--- config.mk ---
export PLATFORM = sky130hd
export DESIGN_NAME = uart_tx_cfg_flat
export DESIGN_NICKNAME = d
export VERILOG_FILES = /design/src/rtl/uart_pkg.sv /design/src/rtl/uart_tx_cfg_if.sv /design/src/rtl/uart_baud_tick.sv /design/src/rtl/uart_tx_cfg.sv /design/src/flat_wrapper.sv
export SDC_FILE = /design/constraint.sdc
export NUM_CORES = 1
export LEC_CHECK = 0
export CORE_ASPECT_RATIO = 1.1
export CORE_MARGIN = 2
export CORE_UTILIZATION = 63
export CTS_BUF_LIST = sky130_fd_sc_hd__clkbuf_4
export CTS_CLUSTER_DIAMETER = 150
export CTS_CLUSTER_SIZE = 10
export DETAILED_ROUTE_END_ITERATION = 10
export GPL_TIMING_DRIVEN = 1
export PLACE_DENSITY = 0.88
export SLEW_MARGIN = 30
export SYNTH_ARGS = -nofsm -noshare
export SYNTH_HDL_FRONTEND = slang
export SYNTH_SLANG_ARGS = --single-unit
--- constraint.sdc ---
create_clock -name clk -period 9.6 [get_ports clk]
set_input_delay 1.92 -clock clk [delete_from_list [all_inputs] [get_ports clk]]
set_output_delay 1.92 -clock clk [all_outputs]
set_load 0.005 [all_outputs]
--- src/rtl/uart_pkg.sv ---
// Framing types and helpers shared by the
// configurable UART transmitter and receiver.
package uart_pkg;

  typedef enum logic [1:0] {
    PAR_NONE = 2'b00,
    PAR_EVEN = 2'b01,
    PAR_ODD  = 2'b10
  } parity_t;

  typedef enum logic [2:0] {
    ST_IDLE,
    ST_START,
    ST_DATA,
    ST_PARITY,
    ST_STOP
  } tx_state_t;

  localparam int MIN_DATA_BITS = 5;
  localparam int MIN_DIV       = 2;

  function automatic logic [3:0] eff_data_bits(
    input logic [3:0] raw,
    input logic [3:0] max_bits
  );
    logic [3:0] r;
    r = raw;
    if (raw < 4'(MIN_DATA_BITS)) r = 4'(MIN_DATA_BITS);
    if (raw > max_bits)          r = max_bits;
    return r;
  endfunction

endpackage

--- src/rtl/uart_tx_cfg_if.sv ---
// Byte-level valid/ready handshake between an
// upstream word source and the UART transmitter.
interface uart_tx_cfg_if #(
  parameter int DATA_BITS = 8
);
  logic                 s_valid;
  logic                 s_ready;
  logic [DATA_BITS-1:0] s_data;

  modport master (
    output s_valid,
    output s_data,
    input  s_ready
  );

  modport slave (
    input  s_valid,
    input  s_data,
    output s_ready
  );
endinterface

--- src/rtl/uart_baud_tick.sv ---
// Bit-period timer: counts 0..div-1 while enabled and
// pulses tick on the last clock of each period.
module uart_baud_tick #(
  parameter int DIV_WIDTH = 16
) (
  input  logic                 clk,
  input  logic                 rst_n,
  input  logic                 en,
  input  logic [DIV_WIDTH-1:0] div,
  output logic                 tick
);

  logic [DIV_WIDTH-1:0] cnt_q, cnt_d;

  assign tick = en && (cnt_q == div - DIV_WIDTH'(1));

  always_comb begin
    cnt_d = '0;
    if (en && !tick) cnt_d = cnt_q + DIV_WIDTH'(1);
  end

  always_ff @(posedge clk or negedge rst_n) begin
    if (!rst_n) cnt_q <= '0;
    else        cnt_q <= cnt_d;
  end

endmodule

--- src/rtl/uart_tx_cfg.sv ---
// Runtime-configurable UART transmitter: 5..DATA_BITS
// data bits, none/even/odd parity, 1 or 2 stop bits.
module uart_tx_cfg
  import uart_pkg::*;
#(
  parameter int DATA_BITS = 8,
  parameter int DIV_WIDTH = 16
) (
  input  logic                 clk,
  input  logic                 rst_n,
  input  logic [DIV_WIDTH-1:0] cfg_div,
  input  logic [3:0]           cfg_data_bits,
  input  logic [1:0]           cfg_parity,
  input  logic                 cfg_stop2,
  uart_tx_cfg_if.slave         s,
  output logic                 busy,
  output logic                 tx
);

  tx_state_t            state_q, state_d;
  logic [DATA_BITS-1:0] sh_q, sh_d;
  logic [DIV_WIDTH-1:0] div_q, div_d;
  logic [3:0]           nbits_q, nbits_d;
  parity_t              par_q, par_d;
  logic                 stop2_q, stop2_d;
  logic                 acc_q, acc_d;
  logic [3:0]           bit_q, bit_d;
  logic                 tx_q, tx_d;

  logic tick;
  logic last_stop;
  logic accept;
  logic par_bit;

  uart_baud_tick #(
    .DIV_WIDTH(DIV_WIDTH)
  ) u_tick (
    .clk  (clk),
    .rst_n(rst_n),
    .en   (state_q != ST_IDLE),
    .div  (div_q),
    .tick (tick)
  );

  assign last_stop = (state_q == ST_STOP) && tick
                  && (bit_q == {3'b000, stop2_q});
  assign s.s_ready = rst_n
                  && ((state_q == ST_IDLE) || last_stop);
  assign accept    = s.s_valid && s.s_ready;
  assign busy      = (state_q != ST_IDLE);
  assign tx        = tx_q;

  always_comb begin
    state_d = state_q;
    sh_d    = sh_q;
    div_d   = div_q;
    nbits_d = nbits_q;
    par_d   = par_q;
    stop2_d = stop2_q;
    acc_d   = acc_q;
    bit_d   = bit_q;

    if (accept) begin
      state_d = ST_START;
      sh_d    = s.s_data;
      div_d   = (cfg_div < DIV_WIDTH'(MIN_DIV))
              ? DIV_WIDTH'(MIN_DIV) : cfg_div;
      nbits_d = eff_data_bits(cfg_data_bits,
                              4'(DATA_BITS));
      par_d   = (cfg_parity == 2'b11)
              ? PAR_NONE : parity_t'(cfg_parity);
      stop2_d = cfg_stop2;
      acc_d   = 1'b0;
      bit_d   = '0;
    end else if (tick) begin
      case (state_q)
        ST_START: begin
          state_d = ST_DATA;
          bit_d   = '0;
        end
        ST_DATA: begin
          acc_d = acc_q ^ sh_q[0];
          sh_d  = sh_q >> 1;
          if (bit_q == nbits_q - 4'd1) begin
            bit_d   = '0;
            state_d = (par_q == PAR_NONE)
                    ? ST_STOP : ST_PARITY;
          end else begin
            bit_d = bit_q + 4'd1;
          end
        end
        ST_PARITY: begin
          state_d = ST_STOP;
          bit_d   = '0;
        end
        ST_STOP: begin
          if (last_stop) begin
            state_d = ST_IDLE;
            bit_d   = '0;
          end else begin
            bit_d = bit_q + 4'd1;
          end
        end
        default: state_d = ST_IDLE;
      endcase
    end
  end

  // Line level follows the next state so tx is a flop.
  assign par_bit = (par_d == PAR_ODD) ? ~acc_d : acc_d;

  always_comb begin
    tx_d = 1'b1;
    unique case (1'b1)
      state_d == ST_START:  tx_d = 1'b0;
      state_d == ST_DATA:   tx_d = sh_d[0];
      state_d == ST_PARITY: tx_d = par_bit;
      default:              tx_d = 1'b1;
    endcase
  end

  always_ff @(posedge clk or negedge rst_n) begin
    if (!rst_n) begin
      state_q <= ST_IDLE;
      sh_q    <= '0;
      div_q   <= DIV_WIDTH'(MIN_DIV);
      nbits_q <= 4'(MIN_DATA_BITS);
      par_q   <= PAR_NONE;
      stop2_q <= 1'b0;
      acc_q   <= 1'b0;
      bit_q   <= '0;
      tx_q    <= 1'b1;
    end else begin
      state_q <= state_d;
      sh_q    <= sh_d;
      div_q   <= div_d;
      nbits_q <= nbits_d;
      par_q   <= par_d;
      stop2_q <= stop2_d;
      acc_q   <= acc_d;
      bit_q   <= bit_d;
      tx_q    <= tx_d;
    end
  end

endmodule

--- src/flat_wrapper.sv ---
// flat-port wrapper written by rule: the top's interface ports become plain ports
module uart_tx_cfg_flat import uart_pkg::*;
#(
  parameter int DATA_BITS = 8,
  parameter int DIV_WIDTH = 16
)
  (clk, rst_n, cfg_div, cfg_data_bits, cfg_parity, cfg_stop2, busy, tx, s_s_valid, s_s_data, s_s_ready);
  uart_tx_cfg_if #(.DATA_BITS(DATA_BITS)) s_i ();
  input  logic clk;
  input  logic rst_n;
  input  logic [DIV_WIDTH-1:0] cfg_div;
  input  logic [3:0] cfg_data_bits;
  input  logic [1:0] cfg_parity;
  input  logic cfg_stop2;
  output logic busy;
  output logic tx;
  input wire logic [$bits(s_i.s_valid)-1:0] s_s_valid;
  input wire logic [$bits(s_i.s_data)-1:0] s_s_data;
  output wire logic [$bits(s_i.s_ready)-1:0] s_s_ready;
  assign s_i.s_valid = s_s_valid;
  assign s_i.s_data = s_s_data;
  assign s_s_ready = s_i.s_ready;
  uart_tx_cfg #(.DATA_BITS(DATA_BITS), .DIV_WIDTH(DIV_WIDTH)) u_core (.clk(clk), .rst_n(rst_n), .cfg_div(cfg_div), .cfg_data_bits(cfg_data_bits), .cfg_parity(cfg_parity), .cfg_stop2(cfg_stop2), .s(s_i), .busy(busy), .tx(tx));
endmodule
# Word-level counts from Yosys, hierarchy flattened
# Index checks and enable logic that the tools add are counted.
[word_totals] elab_cells=74 out_inout_bits=3 reg_bits=56 input_bits=34
[classes] eq_ne=12 bitwise=2 n_addsub=4 mux=25 n_reduce_logical=17 magnitude_cmp=3
[op_table] cell="16-bit 2-to-1 mux" count=2
[op_table] cell="4-bit 2-to-1 mux" count=6
[op_table] cell="8-bit 2-to-1 mux" count=3
[op_table] cell="16-bit by 1-bit adder with 16-bit output (second input constant)" count=1
[op_table] cell="16-bit equality test" count=1
[op_table] cell="16-bit by 2-bit < comparator with 1-bit output (second input constant)" count=1
[op_table] cell="16-bit by 1-bit subtractor with 16-bit output (second input constant)" count=1
[op_table] cell="3-bit 2-to-1 mux" count=5
[op_table] cell="3-bit by 2-bit equality test with 1-bit output (second input constant)" count=4
[op_table] cell="3-bit case mux with 4 select lines" count=1
[op_table] cell="4-bit case mux with 3 select lines" count=1
[op_table] cell="3-bit by 1-bit equality test with 1-bit output (second input constant)" count=2
[op_table] cell="1-bit logical AND" count=6
[op_table] cell="4-bit by 1-bit adder with 4-bit output (second input constant)" count=1
[op_table] cell="2-bit equality test (second input constant)" count=2
[op_table] cell="4-bit by 1-bit equality test with 1-bit output" count=1
[op_table] cell="4-bit equality test" count=1
[op_table] cell="4-bit greater-than comparator (second input constant)" count=1
[op_table] cell="4-bit by 3-bit < comparator with 1-bit output (second input constant)" count=1
[op_table] cell="1-bit 2-to-1 mux" count=4
[op_table] cell="2-bit 2-to-1 mux" count=2
[op_table] cell="2-bit AND reduction" count=2
[op_table] cell="2-bit nonzero test" count=2
[op_table] cell="4-bit nonzero test" count=1
[op_table] cell="11 further kinds" count=11

# Logic depth before layout (Yosys ltp)
# Gate-level depths: netlist of the first run.
[logic_depth] word_depth=12 mapped_depth=13 mapped_depth_nobuf=12

# Modules after synthesis
# A second synthesis of the first run with hierarchy kept.
[unflattened] hier_cells=383 hier_area_um2=3445.8
[modules_own_cells] mod="uart_tx_cfg" area_per_inst_um2=1989.4 seq_area_each_um2=1006.0 n_inst=1 cells_each=214
[modules_own_cells] mod="uart_baud_tick" area_per_inst_um2=1456.4 seq_area_each_um2=400.4 n_inst=1 cells_each=169

# Worst setup path after synthesis of the first run
# No wires, ideal clock.
[synth_timing] kind="register to output" start="register u_core.div_q[2]" end="output port s_s_ready" path_stages_with_launch=9 arrival_ps=2199 t_required_ps=7680 n_path_buf=0 path_slack_ps=5481 cell_sequence="dfrtp_1 -> or4_4 -> nor3_1 -> xnor2_1 -> o21ai_0 -> nor4_2 -> nand3_1 -> nand2_1 -> and2_1"
[synth_between] elab_chain_len=7
[synth_lines] element="from (decl)" line_no="uart_tx_cfg.sv:22" source="logic [DIV_WIDTH-1:0] div_q, div_d;"
[synth_lines] element="from (signal assigned)" line_no="uart_tx_cfg.sv:126" source="div_q <= DIV_WIDTH'(MIN_DIV);"
[synth_lines] element="from (signal assigned)" line_no="uart_tx_cfg.sv:136" source="div_q <= div_d;"
[synth_lines] element="16-bit by 1-bit subtractor with 16-bit output" line_no="uart_baud_tick.sv:15" source="assign tick = en && (cnt_q == div - DIV_WIDTH'(1));"
[synth_lines] element="16-bit equality test" line_no="uart_baud_tick.sv:15"
[synth_lines] element="1-bit logical AND" line_no="uart_baud_tick.sv:15"
[synth_lines] element="1-bit logical AND" line_no="uart_tx_cfg.sv:45" source="assign last_stop = (state_q == ST_STOP) && tick"
[synth_lines] element="1-bit logical AND" line_no="uart_tx_cfg.sv:46" source="&& (bit_q == {3'b000, stop2_q});"
[synth_lines] element="1-bit logical OR" line_no="uart_tx_cfg.sv:48" source="&& ((state_q == ST_IDLE) || last_stop);"
[synth_lines] element="1-bit logical AND" line_no="uart_tx_cfg.sv:48"
[synth_lines] element="to (decl)" line_no="flat_wrapper.sv:19" source="output wire logic [$bits(s_i.s_ready)-1:0] s_s_ready;"
# Every way passes these cells.

# Worst setup path in the final report of the first run
# Ends and elaborated chain as after synthesis.

==> results of run 1 <==
[metrics by stage]
stage          setup WS [ps]  utilization [%]  std cells
6_report                4140             73.8        426
3_5_place_dp            4350             72.7        418
4_1_cts                 4110             73.8        426
2_1_floorplan           5480                -        332
5_1_grt                 3720             73.8        426
3_3_place_gp            4360             72.7        418
[routing by layer]
metal | vias up | global-route usage (%) | part of all wire, % | routed length (µm)
met5 | - | 0 | 0 | 0
met2 | 73 | 42.1 | 52 | 3350
met4 | 0 | 11.5 | 3.4 | 218
met3 | 20 | 3.93 | 4.5 | 291
met1 | 1203 | 29.4 | 40 | 2570
li1 | 1243 | - | - | -
[synth_stat cells (all sizes together), types with 2 or more instances]
library cell,number
dfrtp,52
nor2,41
nand2,27
xor2,22
xnor2,20
mux2,16
o21ai,13
a21oi,12
nand3,12
nor4,12
mux2i,10
nor3,10
nand4,9
inv,8
nand2b,8
and3,6
clkbuf,6
nor2b,5
buf,4
dfstp,4
ha,4
a22oi,3
and2,3
a21o,2
a31oi,2
nand3b,2
o211a,2
o211ai,2
o31a,2
o31ai,2
or4,2
[area by class of cell]
| cell class | instances | area [µm²] |
|---|---|---|
| multi-input combinational | 258 | 1730 |
| sequential | 56 | 1410 |
| fill | 370 | 1300 |
| timing repair buffer | 38 | 370 |
| tap | 58 | 72.6 |
| clock buffer | 5 | 37.5 |
| inverter | 8 | 30.0 |
| clock inverter | 3 | 17.5 |
[sequential cells by signal, indices dropped and copies added, names as in the netlist]
name and flops:
u_core.nbits_q 4, u_core.div_q 16, u_core.u_tick.cnt_q 16, u_core.sh_q 8, u_core.tx 1, u_core.bit_q 4
u_core.state_q 3, u_core.stop2_q 1, u_core.par_q 2, u_core.acc_q 1
[path summary, 6_finish.rpt]
check	from	slack, ps	cells after the start	end
min	u_core.nbits_q[0]	510	2	u_core.nbits_q[0]
min reg2reg	u_core.nbits_q[0]	510	2	u_core.nbits_q[0]
min in group asynchronous	rst_n	1650	2	u_core.div_q[5]
max in group asynchronous	rst_n	7480	2	u_core.nbits_q[3]
max	u_core.div_q[2]	4140	9	s_s_ready
max reg2reg	u_core.div_q[2]	5880	10	u_core.tx
[cells by family (layout without fill, tap and decap cells)]
kind of cell | after synthesis | in the layout | synth area share [%]
AOI/OAI and AO/OA | 44 | 44 | 8.91
DFF | 56 | 56 | 43.7
adders and majority gates | 4 | 4 | 1.56
and+or+nand+nor | 141 | 141 | 22.5
buffers and inverters | 18 | 54 | 2.45
muxes | 26 | 26 | 8.72
xor gates and xnor gates | 43 | 43 | 12.1
[worst min-delay path: stages, from the launching register on]
cell and delay, ps:
dfstp_2 420, nand2_1 50, o31ai_1 50
[power breakdown]
group / switching [mW] / internal, mW / total, mW
logic: 0.182 / 0.188 / 0.370
clock network: 0.0741 / 0.0285 / 0.103
registers: 0.0851 / 0.302 / 0.387
total: 0.341 / 0.519 / 0.860
==> flow_summary.json, run 1 <==
{
  "run_status": "completed",
  "cts.htree.levels": 2,
  "grt_setup_unrepaired": "false",
  "timing.critical_path.mode_cell": "nor4_1",
  "insertedDiodeCount": 0,
  "highest_count_cells_in_the_layout_ignoring_fill_and_taps": "dfrtp_1, nor2_1, clkdlybuf4s50_1, nand2_1, xor2_1",
  "crit_path_max_incr_delay_ps": 670,
  "route.detailed.vias_per_inst": 5.96,
  "clock.fmax_mhz": 183,
  "drt-initial-drc-count": 177,
  "netlist-cell-type-count": 44,
  "pin_count_of_the_biggest_net_entering_global_routing": 61,
  "yosys_most_used_dff": "dfrtp_1",
  "synth_area_leader_cell": "dfrtp_1",
  "clock_sink_count": 56,
  "average_wire_per_cell_in_the_routed_design_um": 15.1,
  "synthesis.nets": 370,
  "top_level_ports": 37,
  "nNetsFinal": 405,
  "drt_wl_total_um": 6430,
  "drt_first_pass_iters": 4,
  "worst-path-max-fanout": 8,
  "synth-seq-cells": 56,
  "layout.cell_area.non_filler_mm2": 0.00366,
  "worst_setup_path_end_kind": "output pin",
  "timing.critical_path.max_delay_family": "simple AND/OR/NAND/NOR gates",
  "cts_buffers": 5,
  "floorplan.core_area_mm2": 0.00497,
  "synth-edff-count": 0,
  "ys_top_cells_by_area": "dfrtp_1, xor2_1, mux2_2",
  "clk-insertion-delay-late_ps": 390,
  "final-hold-violation-count": 0,
  "finalCritPeriodShare_pct": 56.8,
  "chipWidth_um": 72.1,
  "slew-limit-headroom_pct": 51.9,
  "signal_arrival_time_at_the_worst_endpoint_ps": 3540,
  "hold_class": "register to register",
  "hold_bufs_inserted_after_cts": 0,
  "gate_count_of_the_mapped_netlist": 332,
  "antenna_found_initial": 0,
  "timing.setup.tns_ps": 0,
  "layout.cells.most_common": "dfrtp_1",
  "power_density_mw_per_mm2": 235,
  "min_period_ps": 5460,
  "vias": 2539,
  "max_cap_viol_count": 0,
  "area_growth_syn_to_layout_pct": 14.0,
  "start_util_pct": 64.8,
  "cp_data_required_time_ps": 7680,
  "numPortBuffers": 36,
  "placement.cell_area_mm2": 0.00361,
  "setup.worst_path.start_class": "register",
  "synthesis.area_mm2": 0.00322,
  "num_rows": 27,
  "avgSynthCellArea_um2": 9.69,
  "crit_path_cells": "nor4_1 > nand4_1 > nor4_1 > o21ai_0 > nor4_2 > nand3_1 > nand2_1 > and2_1 > clkdlybuf4s50_1",
  "root_buffer": "clkbuf_4",
  "critical_path_class": "register to output pin",
  "drc": 0,
  "detailedPlacementHpwl_um": 4850,
  "cts-resized-gates": 0,
  "die_h_um": 78.9,
  "setup_viol_count_final": 0,
  "clock_tree_from_tritoncts": "built",
  "grt_util_all_layers_pct": 24.4,
  "critical_path.n_buffers_inverters": 1,
  "drv_slew": 0,
  "post_route_cells_drive_above_1_share_pct": 10.1,
  "worst_ir_drop_vdd_mv": 0.155,
  "yosysWarnings": 0,
  "final_worst_hold_slack_ps": 510,
  "clock_tree.buffer_depth": 2,
  "worst_setup_hold_path_clk_slew_ps": 170,
  "seq_area_frac_synth_pct": 43.7,
  "final.setup_skew_ps": 18.0,
  "via_count_of_the_first_global_routing_pass": 2475,
  "global_route.overflow_total": 0,
  "postRouteAntennaNets": 0,
  "weighted_congestion_reported_at_the_end_of_routability_driven_placement": 0.862,
  "pnr_total_power_uw": 860,
  "cts_post_setup_buffers_inserted": 0,
  "slowest_stage_cell_crit_path": "nor4_1",
  "yosys.area.top_type_share_pct": 40.5,
  "grt_first_pass_wirelength_um": 10900,
  "static-leakage-power_nw": 1.58,
  "asyncSetResetFlopFracSynth_pct": 100,
  "fp.dieArea_mm2": 0.00569,
  "tightestPinTransition_ps": 714
}
No activity file was read; power rests on OpenSTA's default activity.
==> run 2: changes to the inputs <==
Settings changed: CORE_UTILIZATION 63 to 53, PLACE_DENSITY 0.88 to 0.79.
Clock period 9.6 ns to 5 ns, I/O delays scaled along.
==> run 2 against run 1 <==
Clock-buffer cell count is 1 higher. Flip-flop and latch count unchanged. First-iteration DRC count decreased by 37%. Worst setup slack worse by 3600 ps. Sequential power grew 93%. Critical path type unchanged.
==> flow_summary.json, run 2 (synthesis gave the netlist of run 1 again) <==
{
  "setup.worst_path.start_class": "register",
  "route.detailed.vias_per_inst": 5.75,
  "via_count_of_the_first_global_routing_pass": 2651,
  "post_route_cells_drive_above_1_share_pct": 10.6,
  "chipWidth_um": 78.3,
  "reg.largest.list": "u_core.div_q (16), u_core.u_tick.cnt_q (16), u_core.sh_q (8)",
  "cts_buffers": 5,
  "worst_ir_drop_vdd_mv": 0.263,
  "clock.fmax_mhz": 225,
  "clock_sink_count": 56,
  "power_density_mw_per_mm2": 450,
  "insertedDiodeCount": 0,
  "weighted_congestion_reported_at_the_end_of_routability_driven_placement": 0.895,
  "preCtsSetupSlack_ps": 804,
  "worst_r2r_startpoint": "u_core.div_q[2]",
  "numPortBuffers": 36,
  "tightestPinTransition_ps": 720,
  "ff2ff_setup_slack_ps": 1350,
  "start_util_pct": 55.4,
  "drc": 0,
  "highest_count_cells_in_the_layout_ignoring_fill_and_taps": "dfrtp_1, nor2_1, clkdlybuf4s50_1, nand2_1, xor2_1",
  "drv_slew": 0,
  "final_util_pct": 63.7,
  "antenna_found_initial": 0,
  "clock_tree_from_tritoncts": "built",
  "vias": 2557,
  "nNetsFinal": 405,
  "grt_first_pass_wirelength_um": 11600,
  "top_level_ports": 37,
  "worst-path-max-fanout": 8,
  "num_rows": 29,
  "max_cap_viol_count": 0,
  "timing.setup.tns_ps": 0,
  "drt-initial-drc-count": 111,
  "cp_data_required_time_ps": 4000,
  "grt_util_all_layers_pct": 21.8,
  "worstHoldStart": "u_core.nbits_q[2]",
  "drt_wl_total_um": 6720,
  "postRouteAntennaNets": 0,
  "clock_tree.buffer_depth": 2,
  "detailedPlacementHpwl_um": 5040,
  "area_growth_syn_to_layout_pct": 15.1,
  "whs_endpoint": "u_core.nbits_q[2]",
  "grt_setup_unrepaired": "false",
  "floorplan.core_area_mm2": 0.00581,
  "instances_no_fill": 445,
  "timing.rr.end": "u_core.tx",
  "finalCritPeriodShare_pct": 88.8,
  "worst_setup_hold_path_clk_slew_ps": 170,
  "average_wire_per_cell_in_the_routed_design_um": 15.1,
  "global_route.overflow_total": 0,
  "root_buffer": "clkbuf_4",
  "signal_arrival_time_at_the_worst_endpoint_ps": 3440,
  "clk-insertion-delay-late_ps": 380,
  "num-fill-cells": 498,
  "drt_first_pass_iters": 4,
  "run_status": "completed",
  "pin_count_of_the_biggest_net_entering_global_routing": 59,
  "static-leakage-power_nw": 1.58,
  "min_period_ps": 4440,
  "final-hold-violation-count": 0,
  "number_of_cells_on_the_worst_hold_path": 2,
  "r2r.worst_path.cells": 10,
  "post_placement_cell_count": 437,
  "hold_class": "register to register",
  "fp.dieArea_mm2": 0.00671,
  "postLayoutSetupSlackWorst_ps": 558,
  "worst_setup_path_end_kind": "output pin",
  "final.setup_skew_ps": 18.9,
  "setup_viol_count_final": 0,
  "slew-limit-headroom_pct": 52.0,
  "layout.cells.most_common": "dfrtp_1",
  "cts.htree.levels": 2,
  "critical_path_class": "register to output pin",
  "hold_bufs_inserted_after_cts": 0,
  "die_h_um": 85.7
}
-- run 2: changes by cell type in the layout (fill, tap and decap cells not counted), sizes merged --
| cell | delta |
|---|---|
| clkbuf | +1 |
| clkinv | -1 |
| clkinvlp | +1 |
| inv | -1 |
-- run 2: area by class of cell --
type                    count  area, µm²  share of cell area, %
repair buffers             38        370                   10.0
clock inverters             2       16.3                  0.439
flip-flops and latches     56       1410                   38.0
clock buffers               6       45.0                   1.22
well taps                  77       96.3                   2.60
inverters                   8       30.0                  0.811
multi-input cells         258       1740                   46.9
-- run 2: worst max-delay path by stage --
stage                               start         to  cells past startpoint
after floorplan           u_core.div_q[2]  s_s_ready                      8
after global placement    u_core.div_q[2]  s_s_ready                      9
after detailed placement  u_core.div_q[3]  s_s_ready                      9
after CTS                 u_core.div_q[3]  s_s_ready                      9
after global routing      u_core.div_q[2]  s_s_ready                      9
final                     u_core.div_q[2]  s_s_ready                      9
-- run 2: per-stage QoR --
stage | power, mW | hold WS, ps | area, µm²
5_1_grt | 1.80 | 545 | 3700
3_5_place_dp | 1.47 | 503 | 3630
3_3_place_gp | 1.43 | 482 | 3630
2_1_floorplan | 1.28 | 465 | 3220
6_report | 1.67 | 523 | 3700
4_1_cts | 1.68 | 528 | 3690
-- run 2: worst max-delay path, stage by stage (launching register included) --
cell and delay, ps:
dfrtp_1 490, or4_4 600, nor3_1 230, xnor2_1 140, o21ai_0 120, nor4_2 510
nand3_1 180, nand2_1 160, and2_1 130, clkdlybuf4s50_1 490
-- run 2: timing repair --
item | CTS | global route
resized for setup | 0 | 1
buffers inserted | 0 | 0
setup endpoints to repair | 0 | 1
-- run 2: per-layer routing --
layer | global-route usage (%) | routed length [µm] | up-vias | part of all wire [%]
met2 | 38.8 | 3500 | 50 | 52
met4 | 10.0 | 217 | 0 | 3.2
met1 | 25.6 | 2800 | 1248 | 42
met3 | 3.79 | 209 | 16 | 3.1
met5 | 0 | 0 | - | 0
li1 | - | - | 1243 | -
-- run 2: power breakdown --
part / leakage (nW) / switching (mW) / internal (mW) / total (mW)
combinational: 0.854 / 0.349 / 0.363 / 0.712
sequential: 0.696 / 0.167 / 0.580 / 0.747
clock: 0.0319 / 0.145 / 0.0617 / 0.206
